## src/rtl/frame_queue_unpacker_pkg.sv

```systemverilog
// Shared pixel-queue definitions: in-band marker words, unpacker state
// encoding, error-flag bit positions and a word classifier.
package frame_queue_unpacker_pkg;

  localparam int QUEUE_W = 17;
  localparam int PIX_W   = 16;

  localparam logic [QUEUE_W-1:0] QUEUE_FRAME_START = 17'h10000;
  localparam logic [QUEUE_W-1:0] QUEUE_ROW_START   = 17'h10001;
  localparam logic [QUEUE_W-1:0] QUEUE_FRAME_END   = 17'h1FFFF;

  localparam int ERR_W            = 4;
  localparam int ERR_ROW_OVERFLOW = 0;
  localparam int ERR_SHORT_ROW    = 1;
  localparam int ERR_GEOMETRY     = 2;
  localparam int ERR_ORPHAN       = 3;

  typedef enum logic [1:0] {
    UNP_IDLE  = 2'd0,
    UNP_FRAME = 2'd1,
    UNP_ROW   = 2'd2
  } unp_state_e;

  typedef enum logic [2:0] {
    WORD_PIXEL       = 3'd0,
    WORD_FRAME_START = 3'd1,
    WORD_ROW_START   = 3'd2,
    WORD_FRAME_END   = 3'd3,
    WORD_UNKNOWN     = 3'd4
  } word_kind_e;

  function automatic word_kind_e classify_word(input logic [QUEUE_W-1:0] word);
    word_kind_e kind;
    if (!word[QUEUE_W-1]) begin
      kind = WORD_PIXEL;
    end else if (word == QUEUE_FRAME_START) begin
      kind = WORD_FRAME_START;
    end else if (word == QUEUE_ROW_START) begin
      kind = WORD_ROW_START;
    end else if (word == QUEUE_FRAME_END) begin
      kind = WORD_FRAME_END;
    end else begin
      kind = WORD_UNKNOWN;
    end
    return kind;
  endfunction

endpackage

```

## src/rtl/frame_queue_unpacker_skid.sv

```systemverilog
// Two-entry valid/ready register pair. The head entry drives the output;
// a push while full is discarded, so the producer must respect `level`.
module pixel_skid_buffer #(
  parameter int DATA_W = 8
) (
  input  logic              clk,
  input  logic              reset_n,
  input  logic              in_valid,
  input  logic [DATA_W-1:0] in_data,
  output logic              out_valid,
  input  logic              out_ready,
  output logic [DATA_W-1:0] out_data,
  output logic [1:0]        level
);

  logic [DATA_W-1:0] mem_q [2];
  logic [DATA_W-1:0] mem_d [2];
  logic [1:0]        count_q;
  logic [1:0]        count_d;
  logic              pop;

  always_comb begin
    pop     = (count_q != 2'd0) && out_ready;
    mem_d   = mem_q;
    count_d = count_q;
    if (pop) begin
      mem_d[0] = mem_q[1];
      count_d  = count_q - 2'd1;
    end
    // Write lands at the first free slot after this cycle's pop.
    if (in_valid && (count_d != 2'd2)) begin
      mem_d[count_d[0]] = in_data;
      count_d           = count_d + 2'd1;
    end
  end

  always_ff @(posedge clk or negedge reset_n) begin
    if (!reset_n) begin
      mem_q[0] <= '0;
      mem_q[1] <= '0;
      count_q  <= 2'd0;
    end else begin
      mem_q[0] <= mem_d[0];
      mem_q[1] <= mem_d[1];
      count_q  <= count_d;
    end
  end

  assign out_valid = (count_q != 2'd0);
  assign out_data  = mem_q[0];
  assign level     = count_q;

endmodule

```

## src/rtl/frame_queue_unpacker.sv

```systemverilog
// Pops the 17-bit pixel queue, decodes frame/row markers, and emits a
// coordinate-tagged RGB565 stream with framing flags and sticky errors.
module frame_queue_unpacker
  import frame_queue_unpacker_pkg::*;
#(
  parameter int FRAME_WIDTH  = 480,
  parameter int FRAME_HEIGHT = 272,
  parameter int COORD_W      = 11
) (
  input  logic               clk,
  input  logic               reset_n,
  input  logic               queue_empty,
  output logic               queue_rd_en,
  input  logic [QUEUE_W-1:0] queue_data,
  output logic               pix_valid,
  input  logic               pix_ready,
  output logic [PIX_W-1:0]   pix_data,
  output logic [COORD_W-1:0] pix_x,
  output logic [COORD_W-1:0] pix_y,
  output logic               pix_sof,
  output logic               pix_eol,
  output logic               pix_eof,
  output logic               frame_done,
  output logic [ERR_W-1:0]   err_flags,
  input  logic               err_clear
);

  localparam int ENTRY_W = PIX_W + 2 * COORD_W;
  localparam logic [COORD_W-1:0] ROW_LEN  = COORD_W'(FRAME_WIDTH);
  localparam logic [COORD_W-1:0] LAST_COL = COORD_W'(FRAME_WIDTH - 1);
  localparam logic [COORD_W-1:0] LAST_ROW = COORD_W'(FRAME_HEIGHT - 1);

  if (FRAME_WIDTH < 1 || FRAME_WIDTH >= (1 << COORD_W)) begin : g_width_check
    $error("FRAME_WIDTH must be in 1 .. 2**COORD_W-1");
  end
  if (FRAME_HEIGHT < 1 || FRAME_HEIGHT >= (1 << COORD_W)) begin : g_height_check
    $error("FRAME_HEIGHT must be in 1 .. 2**COORD_W-1");
  end

  unp_state_e         state_q, state_d;
  logic [COORD_W-1:0] col_q, col_d;
  logic [COORD_W-1:0] row_q, row_d;
  logic               drop_q, drop_d;
  logic               done_q, done_d;
  logic [ERR_W-1:0]   err_q, err_d;
  logic               inflight_q, inflight_d;
  logic               run_q, run_d;

  logic [ERR_W-1:0]   new_err;
  logic               push_valid;
  logic [ENTRY_W-1:0] push_data;
  logic [ENTRY_W-1:0] head_data;
  logic [1:0]         skid_level;
  logic               skid_pop;
  logic [2:0]         committed;

  // Decode stage: queue_data is valid whenever a read was issued last cycle.
  always_comb begin
    state_d    = state_q;
    col_d      = col_q;
    row_d      = row_q;
    drop_d     = drop_q;
    done_d     = 1'b0;
    new_err    = '0;
    push_valid = 1'b0;
    push_data  = {queue_data[PIX_W-1:0], col_q, row_q};
    if (inflight_q) begin
      case (classify_word(queue_data))
        WORD_FRAME_START: begin
          if (state_q != UNP_IDLE) new_err[ERR_GEOMETRY] = 1'b1;
          state_d = UNP_FRAME;
          col_d   = '0;
          row_d   = '0;
          drop_d  = 1'b0;
        end
        WORD_ROW_START: begin
          case (state_q)
            UNP_IDLE: new_err[ERR_ORPHAN] = 1'b1;
            UNP_FRAME: begin
              state_d = UNP_ROW;
              col_d   = '0;
              row_d   = '0;
            end
            default: begin
              if (col_q != ROW_LEN) new_err[ERR_SHORT_ROW] = 1'b1;
              if (row_q == LAST_ROW) begin
                // Too many rows: swallow pixels quietly until frame end.
                new_err[ERR_GEOMETRY] = 1'b1;
                col_d  = ROW_LEN;
                drop_d = 1'b1;
              end else begin
                row_d = row_q + 1'b1;
                col_d = '0;
              end
            end
          endcase
        end
        WORD_FRAME_END: begin
          if (state_q == UNP_IDLE) begin
            new_err[ERR_ORPHAN] = 1'b1;
          end else begin
            done_d = 1'b1;
            if (state_q != UNP_ROW || row_q != LAST_ROW || col_q != ROW_LEN)
              new_err[ERR_GEOMETRY] = 1'b1;
            state_d = UNP_IDLE;
            drop_d  = 1'b0;
          end
        end
        WORD_PIXEL: begin
          if (state_q != UNP_ROW) begin
            new_err[ERR_ORPHAN] = 1'b1;
          end else if (col_q < ROW_LEN) begin
            push_valid = 1'b1;
            col_d      = col_q + 1'b1;
          end else if (!drop_q) begin
            new_err[ERR_ROW_OVERFLOW] = 1'b1;
          end
        end
        default: new_err[ERR_ORPHAN] = 1'b1;
      endcase
    end
  end

  // New errors are ORed in after the clear so a coincident error survives.
  always_comb begin
    err_d = (err_clear ? '0 : err_q) | new_err;
  end

  // Reads are allowed while buffered (after this cycle's pop) plus in-flight words stay below 2.
  always_comb begin
    skid_pop    = pix_valid && pix_ready;
    committed   = {1'b0, skid_level} - {2'b00, skid_pop} + {2'b00, inflight_q};
    queue_rd_en = run_q && !queue_empty && (committed < 3'd2);
    inflight_d  = queue_rd_en;
    run_d       = 1'b1;
  end

  always_ff @(posedge clk or negedge reset_n) begin
    if (!reset_n) begin
      state_q    <= UNP_IDLE;
      col_q      <= '0;
      row_q      <= '0;
      drop_q     <= 1'b0;
      done_q     <= 1'b0;
      err_q      <= '0;
      inflight_q <= 1'b0;
      run_q      <= 1'b0;
    end else begin
      state_q    <= state_d;
      col_q      <= col_d;
      row_q      <= row_d;
      drop_q     <= drop_d;
      done_q     <= done_d;
      err_q      <= err_d;
      inflight_q <= inflight_d;
      run_q      <= run_d;
    end
  end

  pixel_skid_buffer #(
    .DATA_W (ENTRY_W)
  ) u_skid (
    .clk       (clk),
    .reset_n   (reset_n),
    .in_valid  (push_valid),
    .in_data   (push_data),
    .out_valid (pix_valid),
    .out_ready (pix_ready),
    .out_data  (head_data),
    .level     (skid_level)
  );

  assign pix_data   = head_data[ENTRY_W-1 -: PIX_W];
  assign pix_x      = head_data[2*COORD_W-1 -: COORD_W];
  assign pix_y      = head_data[COORD_W-1:0];
  assign pix_sof    = pix_valid && (pix_x == '0) && (pix_y == '0);
  assign pix_eol    = pix_valid && (pix_x == LAST_COL);
  assign pix_eof    = pix_valid && (pix_x == LAST_COL) && (pix_y == LAST_ROW);
  assign frame_done = done_q;
  assign err_flags  = err_q;

endmodule

```

## config.mk

```make
export PLATFORM = sky130hd
export DESIGN_NAME = frame_queue_unpacker
export DESIGN_NICKNAME = d
export VERILOG_FILES = /design/src/rtl/frame_queue_unpacker_pkg.sv /design/src/rtl/frame_queue_unpacker_skid.sv /design/src/rtl/frame_queue_unpacker.sv
export SDC_FILE = /design/constraint.sdc
export NUM_CORES = 1
export LEC_CHECK = 0
export ABC_AREA = 1
export BUFFER_PORTS_ARGS = -buffer_cell sky130_fd_sc_hd__buf_2
export CAP_MARGIN = 5
export CORE_ASPECT_RATIO = 1.75
export CORE_MARGIN = 1.5
export CORE_UTILIZATION = 47
export DETAILED_ROUTE_END_ITERATION = 6
export PLACE_DENSITY = 0.69
export SYNTH_ARGS = -nofsm -noshare
export SYNTH_HDL_FRONTEND = slang
export SYNTH_SLANG_ARGS = --single-unit
```

## constraint.sdc

```tcl
create_clock -name clk -period 4.4 [get_ports clk]
set_input_delay 0.22 -clock clk [delete_from_list [all_inputs] [get_ports clk]]
set_output_delay 0.22 -clock clk [all_outputs]
set_load 0.02 [all_outputs]
```

---- After elaboration in Yosys (flattened, before gate mapping) ----
Index checks and enable logic that the tools add are counted.
word-level totals
  register bits after elaboration ......... 110
  bits in latches ......................... 0
  RAM bits ................................ 0
  bits in read-only memories .............. 0
  bits of input ports ..................... 22
  output and inout port bits .............. 48
  word-level logic and storage cells ...... 123
  memories ................................ 0
operators by class
  $add $sub $neg .......................... 6
  multiply operators ...................... 0
  div/mod/pow operators ................... 0
  $lt $le $gt $ge ......................... 4
  equal/unequal tests ..................... 22
  shift-type cells ........................ 0
  mux-type cells .......................... 51
  bitwise logic cells ..................... 2
  reduce and logical (&&, ||, !) cells .... 27
operators by type and width
  cell                     number
  $bwmux W76               1
  $mux W38                 2
  $mux W76                 1
  $pmux W11 S2             3
  $eq A17 B17 Y1 const B   3
  $demux W38 S1            1
  $eq A11 B9 Y1 const B    3
  $mux W11                 3
  $pmux W11 S3             1
  $add A11 B1 Y11 const B  2
  $logic_not A11 Y1        2
  $mux W1                  22
  $ne A11 B9 Y1 const B    2
  $ne A2 B2 Y1 const B     8
  $mux W3                  5
  $lt A11 B9 Y1 const B    1
  $mux W2                  5
  $reduce_and A5 Y1        2
  $logic_and A1 B1 Y1      9
  $mux W9                  1
  $pmux W1 S3              3
  $mux W4                  2
  $reduce_and A4 Y1        2
  $eq A3 B2 Y1 const B     2
  other kinds (21)         26

---- Logic depth before layout (Yosys ltp) ----
Gate-level depths: netlist of run 1.
  depth after elaboration ................. 11
  gate-level depth with buffers ........... 17
  depth with buffers taken out ............ 13

---- Hierarchy ----
From an unflattened synthesis of run 1, not the netlist that was laid out.
second synthesis, totals
  cells, all modules ...................... 937
  area, all modules ....................... 6615.1 um2
modules (own cells, without submodules)
  module                times used  cells an instance  area each (um2)  seq. area each (um2)
  pixel_skid_buffer     1           521                4025.1           1951.9
  frame_queue_unpacker  1           416                2590.0           800.8

---- Worst setup path before layout of run 1 ----
Ideal clock, no wire load.
  kind .................................... register to register
  from .................................... register u_skid.count_q[1] (netlist: u_skid.level[1])
  to ...................................... register with a tool-made name
  library setup time ...................... 133 ps
  arrival ................................. 3299 ps
  data required time ...................... 4267 ps
  path slack .............................. 968 ps
  stages on the path, launching flop included .. 18
  path buffers ............................ 5
  period minus slack after synthesis ...... 3432 ps
  cells stage by stage .................... dfrtp_1 -> inv_1 -> ha_1 -> inv_1 -> nand2_1 -> inv_1 -> buf_2 -> clkbuf_1 -> ha_1 -> ha_1 -> nor2_1 -> nand4_1 -> inv_1 -> ha_1 -> clkbuf_1 -> clkbuf_1 -> clkbuf_1 -> a21oi_1
RTL lines
  item                    RTL line                         text
  start, declared         frame_queue_unpacker_skid.sv:18  logic [1:0] count_q;
  start signal, assigned  frame_queue_unpacker_skid.sv:45  count_q <= count_d;

==> out/metrics.csv, run 1 <==
stage,metric,value,unit
clock_network,cts_buffers,9,
route,drt-vias-per-instance,5.10,
synthesis,number_of_different_library_cells_in_the_post_synthesis_netlist,37,
hold_path,worst_hold_path_type,input port to asynchronous set/reset pin,
route,met3WireLength,531,um
placed_design,port-buffer-count,69,
pwr,pwr-share-comb,35.3,%
route,detail_route.wl_per_cell,14.5,um
global_route,initial_antenna_violation_count,0,
sta,final.setup.tns,0,ns
clock_network,cts_root_buffer,sky130_fd_sc_hd__clkbuf_16,
clock_network,ctsLongestPathBuffers,2,
critical_path,timing_worst_setup_path_type,flop to flop,
sta,timing.final.setup_violations,0,
floorplanning,io-pin-count,70,
route,first_pass_iters,6,
placed_design,dp_worst_setup_slack,0.768,ns
critical_path,crit_path_cell_trace,inv_1 -> ha_1 -> inv_1 -> nand2_1 -> inv_1 -> ha_1 -> ha_1 -> nor2_1 -> nand4_1 -> inv_1 -> ha_2 -> buf_4 -> nor2_1 -> a21oi_1,
run_status,failed_checks,hold timing,
floorplanning,chipHeight,154,um
sta,clock.fmax,0.275,GHz
sta,fin_hold_ws,-0.0221,ns
final_layout,num_antenna_cells,0,
clock_network,clock_sink_count,110,
synthesis,synthesis.area_per_instance,7.57,um2
floorplanning,floorplan.rows,55,
pwr,leakage,3.09,nW
sta,timing.final.ws_setup,0.762,ns
pwr,power_switching_share,39.7,%
sta,slew_headroom,41.0,%
route,wire_length_on_met1,5870,um
route,route.top_layer_used,met4,
route,drt-total-wl,14400,um
sta,rsz_0062_raised_after_global_routing,false,
sta,final_hold_viol_count,19,
final_layout,design_area,0.00648,mm2
critical_path,crit_slowest_cell,sky130_fd_sc_hd__ha_2,
synthesis,postSynthRegisterBits,110,
critical_path,endpoint_kind,flop,
synthesis,ys_top_cells_by_area,"sky130_fd_sc_hd__dfrtp_1, sky130_fd_sc_hd__nand2_1, sky130_fd_sc_hd__o21ai_0",
global_route,globalRouteTotalUtil,21.8,%
global_route,grt_start_max_net_pins,72,
route,drt_drc,0,
pwr,vdd_ir_drop_max,0.000269,V
sta,period_share,82.7,%
clock_network,cts.repair.resized,0,
pwr,clockPowerShare,21.6,%
synthesis,yosysTopAreaCellShare,45.0,%
critical_path,cpMostUsedCell,sky130_fd_sc_hd__inv_1,
clock_network,ctsHoldBuffers,0,
pwr,net-switching-power,1.42,mW
sta,slew_viol_final,0,
critical_path,cp_data_arrival_time,3.92,ns
global_route,grt.overflow.total,0,
route,route.antenna.remaining_nets,0,
sta,max_slew.worst_pin.slew,0.885,ns
placed_design,placed_area,0.00621,mm2
pwr,seq_power_share,43.1,%
pwr,intPower,2.16,mW
floorplanning,die_width,89.3,um
job,timing.max_cap.violations,0,
synthesis,synth_warnings,0,
final_layout,fillers,1320,
synthesis,post_synth_inst_count,808,
placed_design,finalWeightedCongestion,0.947,
final_layout,layout-drive-gt1-share,13.5,%
final_layout,area_delta_synth_final,5.99,%
synthesis,synth_area,0.00612,mm2
sta,min_cycle_time_layout,3.64,ns
critical_path,cp_top_family,adder cells,
clock_network,clk-insertion-delay-late,0.35,ns
global_route,grt_pass1_wl,23200,um
critical_path,critPathMaxStageDelay,0.77,ns
route,dr_wl_met2,7640,um
clock_network,htreeDepth,3,
route,drt-initial-drc-count,304,
synthesis,syn-num-nets,838,
clock_network,cts_tree,built,
synthesis,ys_seq_area_share,45.0,%
route,detailroute.via_count,5056,
pwr,p_per_area,553,mW/mm2
sta,finClkSkew,0.00851,ns
clock_network,post-cts-setup-buffers,0,
final_layout,design.final.nets,845,
floorplanning,die-area,0.0137,mm2
critical_path,cp-start-kind,flop,
critical_path,critical_path.n_buffers_inverters,5,
floorplanning,core_area,0.0128,mm2
clock_network,cts.clk_slew.worst_paths,0.08,ns
floorplanning,floorplan.initialDensity,47.8,%
critical_path,crit_required,4.68,ns
synthesis,yosys.area.top_type,sky130_fd_sc_hd__dfrtp_1,
placed_design,place.detailed.hpwl,10700,um
global_route,first_global_vias,4778,
run_status,status,"complete, but fails checks",
critical_path,cp_max_fo,53,
[through the flow]
stage | util [%] | hold slack [ns] | cells | total power [mW]
detailed placement | 48.5 | 0.400 | 975 | 2.84
floorplan | - | -0.0756 | 808 | 2.64
CTS | 50.7 | 0.0227 | 991 | 3.62
global placement | 48.5 | 0.405 | 975 | 2.80
global route | 50.7 | 0.0665 | 991 | 3.85
finish | 50.7 | -0.0221 | 991 | 3.59
[placed cells by master (no fill, tap or decap), types with 3 or more instances in the layout]
| cell | synthesis | routed |
|---|---|---|
| sky130_fd_sc_hd__nor4_1 | 3 | 3 |
| sky130_fd_sc_hd__buf_2 | 6 | 68 |
| sky130_fd_sc_hd__nand2_1 | 221 | 221 |
| sky130_fd_sc_hd__o21ai_1 | 14 | 14 |
| sky130_fd_sc_hd__a21oi_1 | 16 | 16 |
| sky130_fd_sc_hd__nand2_2 | 3 | 3 |
| sky130_fd_sc_hd__o21ai_0 | 83 | 83 |
| sky130_fd_sc_hd__clkbuf_16 | 0 | 9 |
| sky130_fd_sc_hd__dfrtp_1 | 110 | 110 |
| sky130_fd_sc_hd__nor2_1 | 73 | 73 |
| sky130_fd_sc_hd__nand4_1 | 23 | 23 |
| sky130_fd_sc_hd__xor2_1 | 3 | 3 |
| sky130_fd_sc_hd__nor3_1 | 10 | 10 |
| sky130_fd_sc_hd__buf_4 | 41 | 6 |
| sky130_fd_sc_hd__inv_1 | 80 | 80 |
| sky130_fd_sc_hd__ha_1 | 7 | 6 |
| sky130_fd_sc_hd__nor2_4 | 4 | 5 |
| sky130_fd_sc_hd__mux2_2 | 4 | 4 |
| sky130_fd_sc_hd__nand3_1 | 56 | 56 |
[logic make-up (layout without fill, tap and decap cells)]
kind of cell | after synthesis | count (layout) | synth area share [%]
simple gates | 403 | 403 | 28.5
buf+inv | 160 | 172 | 13.5
compound gates | 118 | 118 | 9.86
flops | 110 | 110 | 45.0
fa+ha+maj | 8 | 8 | 1.76
xor+xnor | 4 | 4 | 0.573
mux | 4 | 4 | 0.736
other cells | 1 | 1 | 0.0613
[worst reg2reg max path: cells and delay by family, from the launching register on]
family,cells,cell delay [ns]
AND/OR/NAND/NOR,4,0.82
AO/OA/AOI/OAI,1,0.13
adder cells (fa/ha/maj),4,1.45
flip-flops,1,0.43
buffers and inverters,5,0.75
[path summary, 6_finish.rpt]
check / start / endpoint / slack, ns / cells after the start
worst min register to register: drop_q$_DFFE_PN0P_ / err_flags[0]$_DFF_PN0_ / 0.48 / 1
worst max register to register: u_skid.level[1]$_DFF_PN0_ / flop / 0.76 / 14
max in group asynchronous: reset_n / asynchronous set/reset pin / 3.38 / 2
worst min-delay path: reset_n / u_skid.out_data[34]$_DFF_PN0_ / -0.02 / 1
min in group clk: queue_empty / inflight_q$_DFF_PN0_ / 0.08 / 2
worst max-delay path: u_skid.level[1]$_DFF_PN0_ / flop / 0.76 / 14
[routing by layer]
metal  up-vias  global-route usage (%)
li1       2562                       -
met1      2358                    25.7
met2       111                    39.0
met3        25                    3.33
met4         0                    7.77
met5         -                       0
[layout make-up]
| class | count | area [um2] | share of cell area (%) |
|---|---|---|---|
| multi-input combinational | 538 | 2550 | 39.3 |
| sequential | 110 | 2750 | 42.4 |
| timing repair buffer | 74 | 385 | 5.94 |
| clock inverter | 6 | 45.0 | 0.695 |
| tap | 171 | 214 | 3.30 |
| clock buffer | 10 | 229 | 3.53 |
| inverter | 82 | 310 | 4.78 |
[power by group through the flow]
stage	Clock, mW	Combinational (mW)	Sequential [mW]
3_5_place_dp	0	1.27	1.57
2_1_floorplan	0	1.14	1.50
5_1_grt	0.824	1.44	1.59
6_report	0.774	1.27	1.55
4_1_cts	0.789	1.28	1.55
3_3_place_gp	0	1.24	1.56
[cell usage after synthesis, drive strengths merged]
library cell	n
xnor2	1
buf	56
o21ai	97
nand3b	2
fa	1
ha	7
nor3	11
a21boi	1
xor2	3
nand3	58
nand4	23
inv	82
nor2	80
clkbuf	22
a21oi	16
or2	2
mux2	4
nand2	224
o21bai	1
a211oi	2
conb	1
o31ai	1
dfrtp	110
nor4	3
(Power assumes the default switching activity.)
==> inputs of run 2 (changes only) <==
==> constraint.sdc (replaced) <==
create_clock -name clk -period 3.5 [get_ports clk]
set_input_delay 0.175 -clock clk [delete_from_list [all_inputs] [get_ports clk]]
set_output_delay 0.175 -clock clk [all_outputs]
set_load 0.02 [all_outputs]
==> out/metrics.csv, run 2 (synthesis gave the netlist of run 1 again) <==
stage,metric,value,unit,change
sta,slew_viol_final,0,,unchanged
clock_network,clk-insertion-delay-late,0.36,ns,was 0.35 ns
floorplanning,io-pin-count,70,,unchanged
route,detailroute.via_count,5146,,"was 5,056"
route,drt-total-wl,15200,um,"was 14,400 um"
sta,final_hold_viol_count,0,,was 19
route,drt_drc,0,,unchanged
job,timing.max_cap.violations,0,,unchanged
final_layout,num_antenna_cells,0,,unchanged
floorplanning,die-area,0.0137,mm2,unchanged
critical_path,crit_required,3.32,ns,was 4.68 ns
clock_network,htreeDepth,3,,unchanged
clock_network,ctsLongestPathBuffers,2,,unchanged
route,detail_route.wl_per_cell,15.2,um,was 14.5 um
sta,max_slew.worst_pin.slew,0.741,ns,was 0.885 ns
sta,period_share,89.0,%,
pwr,intPower,2.80,mW,was 2.16 mW
run_status,status,"finished, final reports clean",,"was complete, but fails checks"
critical_path,cp_data_arrival_time,2.94,ns,was 3.92 ns
critical_path,cp_max_fo,18,,was 53
route,drt-vias-per-instance,5.16,,was 5.10
pwr,vdd_ir_drop_max,0.000293,V,was 0.000269 V
pwr,p_per_area,704,mW/mm2,was 553 mW/mm2
clock_network,post-cts-setup-buffers,0,,unchanged
floorplanning,floorplan.rows,55,,unchanged
critical_path,cp-start-kind,flop,,unchanged
pwr,pwr-share-comb,35.4,%,was 35.3%
floorplanning,core_area,0.0128,mm2,unchanged
global_route,globalRouteTotalUtil,22.9,%,was 21.8%
placed_design,port-buffer-count,69,,unchanged
placed_design,place.detailed.hpwl,11100,um,"was 10,700 um"
global_route,grt_pass1_wl,23800,um,"was 23,200 um"
final_layout,fillers,1285,,"was 1,320"
final_layout,final_common_cell,sky130_fd_sc_hd__nand2_1,,unchanged
placed_design,place.detailed.instances,979,,was 975
critical_path,cpMostUsedCell,sky130_fd_sc_hd__inv_1,,unchanged
floorplanning,die_width,89.3,um,unchanged
sta,fin_hold_ws,0.0717,ns,was -0.0221 ns
final_layout,design.final.nets,851,,was 845
clock_network,cts.clk_slew.worst_paths,0.07,ns,was 0.08 ns
clock_network,cts_buffers,9,,unchanged
sta,timing.final.setup_violations,0,,unchanged
sta,timing.final.ws_setup,0.383,ns,was 0.762 ns
critical_path,crit_path_cell_trace,inv_1 -> ha_1 -> inv_1 -> nand2_1 -> buf_4 -> inv_1 -> ha_1 -> inv_1 -> nand2_1 -> fa_1 -> nand2_1 -> nor3_1 -> buf_2,,was inv_1 -> ha_1 -> inv_1 -> nand2_1 -> inv_1 -> ha_1 -> ha_1 -> nor2_1 -> nand4_1 -> inv_1 -> ha_2 -> buf_4 -> nor2_1 -> a21oi_1
critical_path,critPathMaxStageDelay,0.52,ns,was 0.77 ns
pwr,net-switching-power,1.82,mW,was 1.42 mW
pwr,leakage,3.12,nW,was 3.09 nW
hold_path,worst_hold_path_type,input port to flop,,was input port to asynchronous set/reset pin
critical_path,crit_slowest_cell,sky130_fd_sc_hd__fa_1,,was sky130_fd_sc_hd__ha_2
global_route,grt_start_max_net_pins,65,,was 72
global_route,grt.overflow.total,0,,unchanged
clock_network,ctsHoldBuffers,2,,was 0
final_layout,final_cell_mix,"sky130_fd_sc_hd__nand2_1, sky130_fd_sc_hd__dfrtp_1, sky130_fd_sc_hd__o21ai_0",,unchanged
pwr,seq_power_share,42.3,%,was 43.1%
critical_path,cp_top_family,adder cells,,unchanged
final_layout,layoutNonFillerInstCount,997,,was 991
clock_network,clock_sink_count,110,,unchanged
final_layout,area_delta_synth_final,7.30,%,was 5.99%
placed_design,dp_worst_setup_slack,0.478,ns,was 0.768 ns
sta,slew_headroom,50.6,%,was 41.0%
critical_path,critical_path.n_buffers_inverters,6,,was 5
sta,clock.fmax,0.321,GHz,
global_route,initial_antenna_violation_count,0,,unchanged
pwr,power_switching_share,39.4,%,was 39.7%
clock_network,cts_tree,built,,unchanged
critical_path,endpoint_kind,output pin,,was flop
sta,finClkSkew,0.00700,ns,was 0.00851 ns
pwr,design_power_total,4.62,mW,was 3.59 mW
placed_design,finalWeightedCongestion,0.903,,was 0.947
route,first_pass_iters,5,,was 6
sta,rsz_0062_raised_after_global_routing,false,,unchanged
clock_network,cts_root_buffer,sky130_fd_sc_hd__clkbuf_16,,unchanged
floorplanning,floorplan.initialDensity,47.8,%,unchanged
global_route,first_global_vias,4821,,"was 4,778"
clock_network,cts.repair.resized,0,,unchanged
route,drt-initial-drc-count,266,,was 304
sta,min_cycle_time_layout,3.12,ns,
final_layout,layout-drive-gt1-share,13.8,%,was 13.5%
sta,final.setup.tns,0,ns,unchanged
critical_path,timing_worst_setup_path_type,flop to output pin,,was flop to flop
floorplanning,chipHeight,154,um,unchanged
route,route.antenna.remaining_nets,0,,unchanged
pwr,clockPowerShare,22.3,%,was 21.6%
[run 2: cell types whose count changed in the layout (fill, tap and decap cells not counted), moves of 2 or more]
cell and delta:
sky130_fd_sc_hd__clkinvlp_4 +2, sky130_fd_sc_hd__buf_4 +3, sky130_fd_sc_hd__clkinv_4 -2, sky130_fd_sc_hd__dlygate4sd3_1 +2
[run 2: per-layer routing]
layer  global-route usage, %  part of all wire, %
met1                    25.3                   39
met2                    40.5                   53
met3                    4.29                  4.2
met4                    11.6                  4.4
met5                       0                    0
[run 2: final timing paths]
kind	start	endpoint	slack [ns]	cells past startpoint
worst max-delay path	u_skid.level[1]$_DFF_PN0_	queue_rd_en	0.38	13
worst min-delay path	queue_data[7]	flop	0.07	3
worst max register to register	u_skid.level[1]$_DFF_PN0_	flop	0.48	14
worst min register to register	drop_q$_DFFE_PN0P_	err_flags[0]$_DFF_PN0_	0.46	1
max in group asynchronous	reset_n	asynchronous set/reset pin	2.21	3
min in group asynchronous	reset_n	u_skid.out_data[34]$_DFF_PN0_	0.43	2
[run 2: tightest hold or removal path, cell delays in order]
cell                      delay [ns]
sky130_fd_sc_hd__buf_2          0.11
sky130_fd_sc_hd__nand2_1        0.05
sky130_fd_sc_hd__o21ai_0        0.06
[run 2: power by group through the flow]
stage | registers [mW] | logic, mW | clock network [mW]
4_1_cts | 1.96 | 1.65 | 1.05
3_5_place_dp | 1.98 | 1.64 | 0
2_1_floorplan | 1.88 | 1.43 | 0
3_3_place_gp | 1.97 | 1.60 | 0
5_1_grt | 2.00 | 1.84 | 1.11
6_report | 1.95 | 1.64 | 1.03
[run 2: final cells by class]
class                   count  area (um2)  area share, %
well taps                 171         214           3.26
flip-flops and latches    110        2750           41.9
multi-input cells         538        2550           38.8
repair buffers             80         448           6.82
inverters                  82         310           4.73
clock buffers              11         233           3.54
clock inverters             5        58.8          0.896
[run 2: per-stage QoR]
step | utilization (%) | instance area (um2)
floorplan | - | 6120
global placement | 48.9 | 6250
detailed placement | 48.9 | 6250
CTS | 51.3 | 6570
global route | 51.3 | 6570
finish | 51.3 | 6570
==> inputs of run 3 (changes only) <==
--- a/config.mk
+++ b/config.mk
@@ -5,14 +5,13 @@
 export SDC_FILE = /design/constraint.sdc
 export NUM_CORES = 1
 export LEC_CHECK = 0
-export ABC_AREA = 1
 export BUFFER_PORTS_ARGS = -buffer_cell sky130_fd_sc_hd__buf_2
 export CAP_MARGIN = 5
 export CORE_ASPECT_RATIO = 1.75
 export CORE_MARGIN = 1.5
 export CORE_UTILIZATION = 47
 export DETAILED_ROUTE_END_ITERATION = 6
-export PLACE_DENSITY = 0.69
+export PLACE_DENSITY = 0.7
 export SYNTH_ARGS = -nofsm -noshare
 export SYNTH_HDL_FRONTEND = slang
 export SYNTH_SLANG_ARGS = --single-unit
==> out/metrics.csv, run 3 <==
stage,metric,value,unit,change
route,detailroute.via_count,3984,,"was 5,146"
critical_path,critPathMaxStageDelay,0.41,ns,was 0.52 ns
floorplanning,floorplan.initialDensity,48.0,%,was 47.8%
floorplanning,floorplan.rows,52,,was 55
pwr,net-switching-power,0.743,mW,was 1.82 mW
run_status,failed_checks,DRC,,
hold_path,hold-path-endpoint,u_skid.out_data[34]$_DFF_PN0_,,
route,drt-vias-per-instance,5.78,,was 5.16
clock_network,clk-insertion-delay-late,0.35,ns,was 0.36 ns
global_route,grt_start_max_net_pins,110,,was 65
sta,rsz_0062_raised_after_global_routing,false,,unchanged
global_route,global_route.peak_usage_layer,met2,,unchanged
sta,final_hold_viol_count,0,,unchanged
global_route,grt.overflow.total,0,,unchanged
critical_path,r2r_cells,10,,was 14
sta,slew_viol_final,0,,unchanged
synthesis,synthesis.area_per_instance,10.7,um2,was 7.57 um2
placed_design,place.detailed.hpwl,8680,um,"was 11,100 um"
final_layout,design.final.nets,579,,was 851
final_layout,final_cell_mix,"sky130_fd_sc_hd__dfrtp_1, sky130_fd_sc_hd__buf_2, sky130_fd_sc_hd__nand2_1",,"was sky130_fd_sc_hd__nand2_1, sky130_fd_sc_hd__dfrtp_1, sky130_fd_sc_hd__o21ai_0"
sta,fin_hold_ws,0.110,ns,was 0.0717 ns
synthesis,syn-num-nets,552,,was 838
synthesis,post_synth_most_frequent_cells,"sky130_fd_sc_hd__dfrtp_1, sky130_fd_sc_hd__nand2_1, sky130_fd_sc_hd__o21ai_0",,"was sky130_fd_sc_hd__nand2_1, sky130_fd_sc_hd__dfrtp_1, sky130_fd_sc_hd__o21ai_0"
run_status,status,"complete, but fails checks",,"was finished, final reports clean"
synthesis,ys_top_cells_by_area,"sky130_fd_sc_hd__dfrtp_1, sky130_fd_sc_hd__mux2_2, sky130_fd_sc_hd__mux2i_1",,"was sky130_fd_sc_hd__dfrtp_1, sky130_fd_sc_hd__nand2_1, sky130_fd_sc_hd__o21ai_0"
critical_path,cp_max_fo,23,,was 18
critical_path,cpMostUsedCell,sky130_fd_sc_hd__ha_1,,was sky130_fd_sc_hd__inv_1
synthesis,post_synth_inst_count,522,,was 808
pwr,intPower,2.03,mW,was 2.80 mW
sta,period_share,82.3,%,was 89.0%
synthesis,synth-async-reset-ratio,100,%,unchanged
global_route,use_met3,3.37,%,was 4.29%
hold_path,worstHoldPathCells,3,,unchanged
route,route.antenna.remaining_nets,0,,unchanged
pwr,design_power_total,2.77,mW,was 4.62 mW
synthesis,synth_area,0.00556,mm2,was 0.00612 mm2
synthesis,postSynthRegisterBits,110,,unchanged
final_layout,area_delta_synth_final,9.34,%,was 7.30%
floorplanning,core_area,0.0116,mm2,was 0.0128 mm2
route,drt_drc,5,,was 0
critical_path,crit_slowest_cell,sky130_fd_sc_hd__dfrtp_1,,was sky130_fd_sc_hd__fa_1
sta,min_cycle_time_layout,2.88,ns,was 3.12 ns
pwr,vdd_ir_drop_max,0.000279,V,was 0.000293 V
placed_design,finalWeightedCongestion,0.855,,was 0.903
hold_path,worst_hold_path_type,input port to flop,,unchanged
route,drt-total-wl,11900,um,"was 15,200 um"
route,drt-initial-drc-count,245,,was 266
clock_network,cts_tree,built,,unchanged
clock_network,cts_buffers,9,,unchanged
synthesis,yosysTopAreaCellShare,49.5,%,was 45.0%
clock_network,clock_sink_count,110,,unchanged
floorplanning,die-area,0.0125,mm2,was 0.0137 mm2
critical_path,cp_data_arrival_time,3.12,ns,was 2.94 ns
global_route,use_met1,23.1,%,was 25.3%
clock_network,htreeDepth,3,,unchanged
synthesis,yosys.area.top_type,sky130_fd_sc_hd__dfrtp_1,,unchanged
sta,clock.fmax,0.347,GHz,was 0.321 GHz
critical_path,slack_of_the_worst_reg_to_reg_path,0.62,ns,was 0.48 ns
final_layout,final_common_cell,sky130_fd_sc_hd__dfrtp_1,,was sky130_fd_sc_hd__nand2_1
critical_path,crit-reg2reg-launch,u_skid.level[1]$_DFF_PN0_,,unchanged
sta,timing.final.setup_violations,0,,unchanged
final_layout,layout-drive-gt1-share,25.5,%,was 13.8%
placed_design,placed_area,0.00575,mm2,was 0.00625 mm2
critical_path,crit_path_cell_trace,inv_1 -> ha_1 -> nor2b_4 -> buf_4 -> mux2i_1 -> ha_1 -> nor2_1 -> ha_1 -> buf_4 -> mux2_2,,was inv_1 -> ha_1 -> inv_1 -> nand2_1 -> buf_4 -> inv_1 -> ha_1 -> inv_1 -> nand2_1 -> fa_1 -> nand2_1 -> nor3_1 -> buf_2
floorplanning,chipHeight,147,um,was 154 um
global_route,globalRouteMet2Util,35.8,%,was 40.5%
sta,final.setup.tns,0,ns,unchanged
critical_path,crit_required,3.74,ns,was 3.32 ns
floorplanning,die_width,85.2,um,was 89.3 um
pwr,leakage,2.92,nW,was 3.12 nW
global_route,globalRouteTotalUtil,20.2,%,was 22.9%
clock_network,ctsLongestPathBuffers,2,,unchanged
global_route,grt_pass1_wl,19900,um,"was 23,800 um"
synthesis,yosys_most_used_dff,sky130_fd_sc_hd__dfrtp_1,,unchanged
clock_network,post-cts-setup-buffers,0,,unchanged
clock_network,cts_root_buffer,sky130_fd_sc_hd__clkbuf_16,,unchanged
pwr,p_per_area,456,mW/mm2,was 704 mW/mm2
synthesis,synth_warnings,0,,unchanged
placed_design,port-buffer-count,69,,unchanged
sta,slew_headroom,52.5,%,was 50.6%
critical_path,timing_worst_setup_path_type,flop to flop,,was flop to output pin
sta,max_slew.worst_pin.slew,0.712,ns,was 0.741 ns
critical_path,cp-start-kind,flop,,unchanged
pwr,pwr-share-comb,14.7,%,was 35.4%
floorplanning,io-pin-count,70,,unchanged
critical_path,endpoint_kind,flop,,was output pin
sta,finClkSkew,0.00643,ns,was 0.00700 ns
pwr,seq_power_share,47.5,%,was 42.3%
global_route,initial_antenna_violation_count,0,,unchanged
synthesis,post-synth-top-count-cell,sky130_fd_sc_hd__dfrtp_1,,was sky130_fd_sc_hd__nand2_1
synthesis,synth_enable_flop_cells,0,,unchanged
global_route,first_global_vias,4039,,"was 4,821"
synthesis,ys_seq_area_share,49.5,%,was 45.0%
synthesis,number_of_different_library_cells_in_the_post_synthesis_netlist,56,,was 37
pwr,clockPowerShare,37.7,%,was 22.3%
job,timing.max_cap.violations,0,,unchanged
route,detail_route.wl_per_cell,17.2,um,was 15.2 um
clock_network,cts.clk_slew.worst_paths,0.07,ns,about the same
route,first_pass_iters,7,,was 5
hold_path,hp-start,queue_data[12],,was queue_data[7]
final_layout,num_antenna_cells,0,,unchanged
final_layout,design_area,0.00608,mm2,was 0.00657 mm2
pwr,power_switching_share,26.8,%,was 39.4%
==> run 3: cell count changes after synthesis, sizes merged, moves of 9 or more <==
cell    delta
nand2    -166
inv       -66
nor2      -64
nand3     -47
o21ai     -42
mux2i     +39
mux2      +34
nand4     -12
clkbuf    -10
or3        +9
==> run 3: logic make-up (layout without fill, tap and decap cells) <==
kind of cell | Yosys count | after routing | synth area share [%]
AOI/OAI and AO/OA | 104 | 104 | 11.7
xor gates and xnor gates | 2 | 2 | 0.315
adders and majority gates | 8 | 8 | 1.93
buffers and inverters | 79 | 111 | 8.46
DFF | 110 | 110 | 49.5
muxes | 77 | 77 | 14.7
other | 1 | 1 | 0.0674
and+or+nand+nor | 141 | 141 | 13.3
==> run 3: routing by layer <==
metal / part of all wire [%] / vias to the layer above / routed length [um]
li1: - / 1889 / -
met1: 38 / 1980 / 4510
met2: 55 / 97 / 6570
met3: 3.8 / 18 / 449
met4: 2.7 / 0 / 320
met5: 0 / - / 0
==> run 3: worst max-delay path by stage <==
stage / from / to / slack, ns / depth (start not counted)
CTS: u_skid.level[1]$_DFF_PN0_ / flop / 0.61 / 10
global placement: u_skid.level[1]$_DFF_PN0_ / flop / 0.77 / 10
global route: u_skid.level[1]$_DFF_PN0_ / flop / 0.35 / 10
detailed placement: u_skid.level[1]$_DFF_PN0_ / flop / 0.62 / 10
finish: u_skid.level[1]$_DFF_PN0_ / flop / 0.62 / 10
floorplan: u_skid.level[1]$_DFF_PN0_ / flop / 0.11 / 12
==> run 3: layout make-up <==
cell class | count | area [um2]
Clock buffer | 10 | 239
Clock inverter | 6 | 68.8
Inverter | 16 | 60.1
Timing Repair Buffer | 79 | 440
Multi-Input combinational cell | 333 | 2350
Fill cell | 1039 | 5500
Tap cell | 135 | 169
Sequential cell | 110 | 2750
==> run 3: worst max-delay path: cells and delay by family (launching register included) <==
| family | cells | cell delay, ns |
|---|---|---|
| flops | 1 | 0.41 |
| buf+inv | 3 | 0.76 |
| mux | 2 | 0.55 |
| fa+ha+maj | 3 | 0.70 |
| simple gates | 2 | 0.32 |
==> run 3: power groups by stage <==
stage | registers [mW] | logic, mW | clock network [mW]
after floorplan | 1.34 | 0.274 | 0
after global placement | 1.34 | 0.398 | 0
after detailed placement | 1.34 | 0.414 | 0
final | 1.32 | 0.409 | 1.05
after CTS | 1.32 | 0.417 | 1.07
after global routing | 1.32 | 0.454 | 1.13
==> run 3: through the flow <==
step	instances	setup WS [ns]	utilization, %
floorplan	522	0.108	-
global placement	671	0.774	49.7
CTS	689	0.612	52.5
detailed placement	671	0.625	49.7
finish	689	0.621	52.5
global route	689	0.349	52.5
==> run 3: what timing repair did <==
action / 4_1_cts / 5_1_grt
resized for setup: 0 / 0
hold buffers: 2 / 0
endpoints found under the hold margin: 111 / 0
